$ cat src/rtl/fetch_stage_pkg.sv
// fetch_stage_pkg
// Shared pipeline definitions for the fetch stage: the fetch FSM state
// encoding, the default reset fetch address and the instruction width.
// No ports; imported by fetch_stage and if_id_reg.
package fetch_stage_pkg;

    localparam int          INSTR_W          = 32;
    localparam logic [31:0] RESET_PC_DEFAULT = 32'h0000_0000;

    // BOOT spends one idle cycle after reset so the first fetch starts from a
    // clean pipeline; HALTED is sticky until the next reset.
    typedef enum logic [1:0] {
        BOOT   = 2'd0,
        RUN    = 2'd1,
        HALTED = 2'd2
    } fetch_state_t;

endpackage

$ cat src/rtl/fetch_stage_if_id_reg.sv
// if_id_reg
// IF/ID pipeline register holding {instruction, pc, pc+4} plus a valid bit.
// Ports:
//   clk    - clock, all updates on posedge
//   reset  - synchronous active-low reset, clears data and valid
//   stall  - hold the current contents
//   flush  - write a bubble (valid=0); wins over stall
//   din    - packed {instr, pc, pc4} to capture on a normal load
//   dout   - registered packed {instr, pc, pc4}
//   valid  - dout holds a real instruction
module if_id_reg
    import fetch_stage_pkg::*;
#(
    parameter int W = INSTR_W
) (
    input  logic           clk,
    input  logic           reset,
    input  logic           stall,
    input  logic           flush,
    input  logic [3*W-1:0] din,
    output logic [3*W-1:0] dout,
    output logic           valid
);

    // A flush only kills the valid bit; the data fields are left alone since
    // they are don't-care while valid is low and were zeroed at reset.
    always_ff @(posedge clk) begin
        if (!reset) begin
            dout  <= '0;
            valid <= 1'b0;
        end else if (flush) begin
            valid <= 1'b0;
        end else if (!stall) begin
            dout  <= din;
            valid <= 1'b1;
        end
    end

endmodule

$ cat src/rtl/fetch_stage.sv
// fetch_stage
// Instruction fetch: PC register, BOOT/RUN/HALTED control FSM, fetch counter
// and the IF/ID pipeline register.
// Ports:
//   clk, reset      - clock; synchronous active-low reset
//   stall, flush    - hold PC and IF/ID / insert a bubble into IF/ID
//   redirect_valid  - load redirect_pc (word aligned) into PC this cycle
//   redirect_pc     - branch/jump target
//   halt_req        - stop fetching until reset
//   imem_addr       - instruction memory address (always the PC)
//   imem_rdata      - combinational instruction word for imem_addr
//   if_id_instr/pc/pc4/valid - IF/ID register contents for decode
//   halted          - FSM is in HALTED
//   fetch_count     - number of instructions written valid into IF/ID
module fetch_stage
    import fetch_stage_pkg::*;
#(
    parameter logic [31:0] RESET_PC = RESET_PC_DEFAULT,
    parameter int          W        = INSTR_W
) (
    input  logic         clk,
    input  logic         reset,
    input  logic         stall,
    input  logic         flush,
    input  logic         redirect_valid,
    input  logic [W-1:0] redirect_pc,
    input  logic         halt_req,
    output logic [W-1:0] imem_addr,
    input  logic [W-1:0] imem_rdata,
    output logic [W-1:0] if_id_instr,
    output logic [W-1:0] if_id_pc,
    output logic [W-1:0] if_id_pc4,
    output logic         if_id_valid,
    output logic         halted,
    output logic [31:0]  fetch_count
);

    localparam logic [W-1:0] ALIGN_MASK = {{(W-2){1'b1}}, 2'b00};

    fetch_state_t   state, next_state;
    logic [W-1:0]   pc, pc_next, pc_plus4;
    logic           fetch;
    logic           ifid_stall;
    logic           ifid_flush;
    logic [3*W-1:0] ifid_din;
    logic [3*W-1:0] ifid_dout;

    // Plain W-bit addition, so the last word wraps back to address 0.
    assign pc_plus4  = pc + W'(4);
    assign imem_addr = pc;
    assign halted    = (state == HALTED);

    // State, PC and fetch counter registers.
    always_ff @(posedge clk) begin
        if (!reset) begin
            state       <= BOOT;
            pc          <= W'(RESET_PC);
            fetch_count <= '0;
        end else begin
            state <= next_state;
            pc    <= pc_next;
            if (fetch) begin
                fetch_count <= fetch_count + 32'd1;
            end
        end
    end

    // Next-state and PC/IF-ID control. Defaults describe "do nothing": PC
    // holds and IF/ID gets a bubble; only the plain fetch path loads IF/ID.
    // Priority in RUN is redirect, then halt, then flush/stall, then fetch.
    always_comb begin
        next_state = state;
        pc_next    = pc;
        fetch      = 1'b0;
        ifid_stall = 1'b1;
        ifid_flush = 1'b1;
        case (state)
            BOOT: begin
                next_state = RUN;
            end
            RUN: begin
                if (redirect_valid) begin
                    pc_next = redirect_pc & ALIGN_MASK;
                end else if (halt_req) begin
                    next_state = HALTED;
                end else if (flush) begin
                    if (!stall) begin
                        pc_next = pc_plus4;
                    end
                end else if (stall) begin
                    ifid_flush = 1'b0;
                end else begin
                    ifid_flush = 1'b0;
                    ifid_stall = 1'b0;
                    fetch      = 1'b1;
                    pc_next    = pc_plus4;
                end
            end
            HALTED: begin
                next_state = HALTED;
            end
            default: begin
                next_state = BOOT;
            end
        endcase
    end

    assign ifid_din = {imem_rdata, pc, pc_plus4};

    if_id_reg #(
        .W (W)
    ) u_if_id_reg (
        .clk   (clk),
        .reset (reset),
        .stall (ifid_stall),
        .flush (ifid_flush),
        .din   (ifid_din),
        .dout  (ifid_dout),
        .valid (if_id_valid)
    );

    assign {if_id_instr, if_id_pc, if_id_pc4} = ifid_dout;

endmodule

$ cat config.mk
export PLATFORM = sky130hd
export DESIGN_NAME = fetch_stage
export DESIGN_NICKNAME = d
export VERILOG_FILES = /design/src/rtl/fetch_stage_pkg.sv /design/src/rtl/fetch_stage_if_id_reg.sv /design/src/rtl/fetch_stage.sv
export SDC_FILE = /design/constraint.sdc
export NUM_CORES = 1
export LEC_CHECK = 0
export ABC_AREA = 1
export ABC_CLOCK_PERIOD_IN_PS = 3200
export CORE_MARGIN = 5
export CORE_UTILIZATION = 54
export CTS_BUF_LIST = sky130_fd_sc_hd__clkbuf_8
export DETAILED_ROUTE_END_ITERATION = 8
export GPL_ROUTABILITY_DRIVEN = 0
export PLACE_DENSITY = 0.88
export SLEW_MARGIN = 5
export SYNTH_ARGS = -nofsm -noshare
export SYNTH_HDL_FRONTEND = slang
export SYNTH_HIERARCHICAL = 1
export SYNTH_SLANG_ARGS = --single-unit
$ cat constraint.sdc
create_clock -name clk -period 3.2 [get_ports clk]
set_input_delay 0.64 -clock clk [delete_from_list [all_inputs] [get_ports clk]]
set_output_delay 0.64 -clock clk [all_outputs]
set_load 0.01 [all_outputs]
==> flow_summary.yaml, run 1 <==
status:
  status: "complete, no violations"
setup_path:
  cp_data_arrival_time_ns: 1.66
  critical-path-max-stage-delay_ns: 0.62
  crit_family: "buffers and inverters"
  crit_fanout: 9
  critPathBufInv: 1
  cp.required_ns: 2.56
  cp_cell_sequence: "clkdlybuf4s50_1"
  cp-end-kind: "output port"
  cp_slowest_cell: "clkdlybuf4s50_1"
  crit_path_start_kind: "flip-flop"
  crit_type: "reg2out"
timing:
  max_freq_mhz: 435
  min_period_over_period: 0.718
  fin_ws_ns: 0.904
  fin_setup_tns_ns: 0
  maxSlewViolCount: 0
  slew_headroom: 0.295
  rsz0062_at_grt: "no"
  setup_viol: 0
  tightest_slew_ns: 1.06
  fin_crit_ns: 2.30
  hold_viol: 0
  worst_clock_skew_ns: 0.0107
floorplan:
  die_h_um: 133
  start_util: 0.545
  rows: 45
  fp.coreArea_um2: 15100
  die_w_um: 133
  die_area_um2: 17800
  pin_count: 232
place:
  dpl.cell_count: 1678
  dpl_worst_slack_ns: 0.566
  place_area_um2: 10600
  hpwl_mm: 17.3
  port_buffers: 227
detailed_routing:
  dr.pass1.iters: 5
  vias: 8620
  first_iter_violations: 515
  routed_wl_mm: 24.1
  ant_nets: 0
  vias_per_cell: 5.04
  drc: 0
  post_drt_wl_per_cell_um: 14.1
pwr:
  clkPwrFrac: 0.327
  power_density_nw_per_um2: 448
  ir_drop_mv: 0.255
  seq_power_share: 0.475
  power.total_mw: 4.93
  p_leak_nw: 4.29
  p_sw_frac: 0.315
  p_sw_mw: 1.55
  internal-power_mw: 3.38
  combPwrFrac: 0.198
cts:
  clockBufferDepth: 2
  clkTransAtPathRegs_ns: 0.08
  cts_hold_buf: 0
  cts_setup_buffers: 0
  h-tree-depth: 4
  cts_resized: 0
  cts_tree: "yes"
  root_buffer: "clkbuf_8"
  clk-insertion-delay-late_ns: 0.46
  clock-sinks: 161
  cts_buffers: 17
layout:
  drive_gt1_frac: 0.0532
  area_delta_synth_final_pct: 33.7
  final_cell_mix: "nand2_1 (417), nor2_1 (280), clkdlybuf4s50_1 (226)"
  fillers: 1188
  fin_nets: 1584
  fin_cells: 1711
  layout_commonest_cell: "nand2_1"
  finalInstanceArea_um2: 11000
synthesis:
  syn_inst: 1300
  synth_area_um2: 8230
  yosysSeqAreaShare: 0.392
  ys_seq_elements: 161
  syn_area_per_cell_um2: 6.33
  yosysWarnings: 6
  synth_ff_type: "dfxtp_1"
  synth_edf_count: 0
  ys_types: 34
  async_reset_ff_frac: 0
global_route:
  antenna_found_initial: 1
  track_usage: 0.260
  grt_overflow: 0
  grt_pass1_vias: 7874
  grt_pass1_wl_mm: 38.3
  grt_max_degree: 138
run:
  maxCapViolCount: 0
hold_path:
  timing.hold.worst.class: "reg2reg"
==> routing by layer <==
metal	vias to the layer above	global-route usage	wire length, µm
met2	351	0.462	11900
met4	0	0.0789	492
met1	3904	0.315	9920
li1	4324	-	-
met3	41	0.0574	1780
met5	-	0	0
==> sequential cells by signal, indices dropped and copies added (netlist names) <==
register,count
imem_addr,30
state,2
u_if_id_reg/valid,1
fetch_count,32
u_if_id_reg/dout,96
==> synthesized netlist by cell type (all sizes together), types with 7 or more instances <==
cell type  count  share of area
nand2        422           0.19
nor2         303           0.15
inv          162          0.074
dfxtp        161           0.39
a21oi         71          0.043
buf           41          0.036
o21ai         40          0.025
nand3         29          0.018
xor2          15          0.020
clkbuf        14         0.0064
nand4          8         0.0061
xnor2          7         0.0075
==> per-stage QoR <==
step | hold slack (ns) | util
5_1_grt | 0.501 | 0.729
6_report | 0.484 | 0.729
3_5_place_dp | 0.471 | 0.701
3_3_place_gp | 0.461 | 0.701
2_1_floorplan | 0.474 | -
4_1_cts | 0.488 | 0.729
==> layout make-up <==
| type | count | area (µm²) | share of cell area |
|---|---|---|---|
| Clock inverter | 14 | 178 | 0.0162 |
| Multi-Input combinational cell | 927 | 4080 | 0.371 |
| Tap cell | 188 | 235 | 0.0214 |
| Timing Repair Buffer | 240 | 2430 | 0.221 |
| Inverter | 162 | 608 | 0.0553 |
| Clock buffer | 18 | 248 | 0.0225 |
| Antenna cell | 1 | 2.50 | 0.000227 |
| Sequential cell | 161 | 3220 | 0.293 |
==> power groups by stage <==
stage                     logic [mW]  clock network, mW  registers (mW)
final                          0.976               1.61            2.34
after global placement         0.935                  0            2.38
after CTS                      0.974               1.63            2.34
after detailed placement       0.965                  0            2.38
after floorplan                0.505                  0            2.36
after global routing            1.08               1.70            2.36
==> cells by family (layout without fill, tap and decap cells) <==
logic type	after synthesis	count (layout)	share of synthesized area
xor+xnor	22	22	0.0271
simple gates	778	778	0.385
buf+inv	217	434	0.116
compound gates	116	116	0.0719
flops	161	161	0.392
other cells	1	7	0.000456
fa+ha+maj	5	5	0.00760
==> worst paths after layout <==
kind / slack [ns] / end / from / cells after the start
setup / recovery: 0.90 / imem_addr[19] / imem_addr[19]$_SDFFE_PN0P_ / 1
hold / removal: 0.48 / u_if_id_reg/dout[2]$_SDFFE_PN0P_ / u_if_id_reg/dout[2]$_SDFFE_PN0P_ / 2
setup reg to reg: 1.08 / u_if_id_reg/dout[44]$_SDFFE_PN0P_ / state[1]$_SDFFE_PN0P_ / 10
hold reg to reg: 0.48 / u_if_id_reg/dout[2]$_SDFFE_PN0P_ / u_if_id_reg/dout[2]$_SDFFE_PN0P_ / 2
==> worst reg2reg max path: stages (launching register included) <==
cell and delay [ns]:
dfxtp_1 0.32, inv_1 0.10, ha_1 0.18, inv_1 0.06
nor2_1 0.17, nand3_2 0.13, nor2_4 0.53, buf_4 0.32
nand2_1 0.10, nand2_1 0.06, nor2_1 0.04
No activity file was read; power rests on OpenSTA's default activity.
==> run 2: changes to the inputs <==
--- a/config.mk
+++ b/config.mk
@@ -6,13 +6,13 @@
 export NUM_CORES = 1
 export LEC_CHECK = 0
 export ABC_AREA = 1
-export ABC_CLOCK_PERIOD_IN_PS = 3200
+export ABC_CLOCK_PERIOD_IN_PS = 2000
 export CORE_MARGIN = 5
-export CORE_UTILIZATION = 54
+export CORE_UTILIZATION = 45
 export CTS_BUF_LIST = sky130_fd_sc_hd__clkbuf_8
 export DETAILED_ROUTE_END_ITERATION = 8
 export GPL_ROUTABILITY_DRIVEN = 0
-export PLACE_DENSITY = 0.88
+export PLACE_DENSITY = 0.78
 export SLEW_MARGIN = 5
 export SYNTH_ARGS = -nofsm -noshare
 export SYNTH_HDL_FRONTEND = slang
==> constraint.sdc (replaced) <==
create_clock -name clk -period 2 [get_ports clk]
set_input_delay 0.4 -clock clk [delete_from_list [all_inputs] [get_ports clk]]
set_output_delay 0.4 -clock clk [all_outputs]
set_load 0.01 [all_outputs]
==> flow_summary.yaml, run 2 (same netlist as run 1, synthesis figures left out) <==
timing:
  worst_clock_skew_ns: 0.0161
  hold_viol: 0
  rsz0062_at_grt: "yes"
  maxSlewViolCount: 0
  min_period_over_period: 0.964
  fin_crit_ns: 1.93
  max_freq_mhz: 519
  setup_viol: 0
layout:
  fin_cells: 1782
  drive_gt1_frac: 0.0844
  layout_commonest_cell: "nand2_1"
  largest_reg_flops: 96
  regMostFlops: "u_if_id_reg/dout"
  area_delta_synth_final_pct: 38.1
  fillers: 1647
  final_cell_mix: "nand2_1 (417), nor2_1 (279), clkdlybuf4s50_1 (225)"
  fin_nets: 1614
setup_path:
  critPathBufInv: 1
  cp.required_ns: 1.60
  critical-path-max-stage-delay_ns: 0.59
  crit_type: "reg2out"
  cp_data_arrival_time_ns: 1.53
  cp_slowest_cell: "clkdlybuf4s50_1"
  crit_family: "buffers and inverters"
  cp_cell_sequence: "clkdlybuf4s50_1"
  cp-end-kind: "output port"
  crit_fanout: 7
  crit_path_start_kind: "flip-flop"
cts:
  cts_tree: "yes"
  cts_buffers: 17
  h-tree-depth: 4
  clock-sinks: 161
  clk-insertion-delay-late_ns: 0.46
  clkTransAtPathRegs_ns: 0.10
  clockBufferDepth: 2
  root_buffer: "clkbuf_8"
pwr:
  power.total_mw: 7.97
  ir_drop_mv: 0.403
  p_leak_nw: 4.48
  power_density_nw_per_um2: 702
place:
  hpwl_mm: 18.1
  port_buffers: 227
  dpl.cell_count: 1749
detailed_routing:
  vias: 8503
  first_iter_violations: 375
  drc: 0
  dr.pass1.iters: 5
  routed_wl_mm: 24.2
  ant_nets: 0
  vias_per_cell: 4.77
  post_drt_wl_per_cell_um: 13.6
floorplan:
  pin_count: 232
  rows: 49
  start_util: 0.458
  die_w_um: 145
  die_h_um: 145
  fp.coreArea_um2: 18000
  die_area_um2: 21100
global_route:
  grt_max_degree: 101
  grt_overflow: 0
  grt_pass1_vias: 7874
  antenna_found_initial: 2
  track_usage: 0.223
  grt_pass1_wl_mm: 39.5
hold_path:
  timing.hold.worst.class: "in2reg"
status:
  status: "complete, no violations"
run:
  maxCapViolCount: 0
==> run 2: cell count changes in the layout (fill, tap and decap cells not counted), sizes merged <==
| cell | previous run | this run |
|---|---|---|
| inv | 168 | 169 |
| buf | 14 | 44 |
| clkbuf | 18 | 17 |
| clkdlybuf4s50 | 226 | 225 |
| dlymetal6s2s | 0 | 1 |
==> run 2: worst paths after layout <==
path              cells past startpoint                               from  slack, ns                                end
setup / recovery                      1         imem_addr[22]$_SDFFE_PN0P_       0.07                      imem_addr[22]
hold / removal                        3                              reset       0.47       fetch_count[31]$_SDFFE_PN0P_
setup reg to reg                     11          imem_addr[2]$_SDFFE_PN0P_       0.17  u_if_id_reg/dout[20]$_SDFFE_PN0P_
hold reg to reg                       2  u_if_id_reg/dout[79]$_SDFFE_PN0P_       0.49  u_if_id_reg/dout[79]$_SDFFE_PN0P_
==> run 2: routing by layer <==
layer	up-vias	global-route usage	wire [µm]
met2	281	0.378	11600
met1	3816	0.283	10400
met5	-	0	13
met4	2	0.0644	415
met3	32	0.0546	1780
li1	4372	-	-
==> run 2: what timing repair did <==
item,in CTS,in global routing
endpoints found under the hold margin,0,0
gates resized for setup,4,18
hold buffers,0,0
buffers inserted,0,0
setup endpoints to repair,4,23
==> run 2: layout make-up <==
type / instances / area [µm²] / area share
multi-input cells: 927 / 4080 / 0.359
repair buffers: 270 / 2720 / 0.239
clock buffers: 17 / 234 / 0.0206
inverters: 162 / 608 / 0.0535
flip-flops and latches: 161 / 3250 / 0.286
well taps: 229 / 287 / 0.0252
diodes: 1 / 2.50 / 0.000220
clock inverters: 15 / 183 / 0.0161
==> run 2: metrics by stage <==
step | utilization | area (µm²) | setup WS (ns) | setup TNS, ns | hold WS, ns
finish | 0.632 | 11400 | 0.0728 | 0 | 0.466
global route | 0.632 | 11400 | -0.00128 | -0.00128 | 0.470
CTS | 0.631 | 11300 | 0.000378 | 0 | 0.452
detailed placement | 0.607 | 10900 | -0.0721 | -1.43 | 0.470
global placement | 0.607 | 10900 | -0.0467 | -0.438 | 0.461
floorplan | - | 8250 | 0.165 | 0 | 0.474
==> run 2: report_power, final <==
group	internal, mW	leakage (nW)	switching, mW
registers	3.41	1.31	0.312
clock network	1.25	0.211	1.29
logic	0.813	2.96	0.896
total	5.47	4.48	2.50
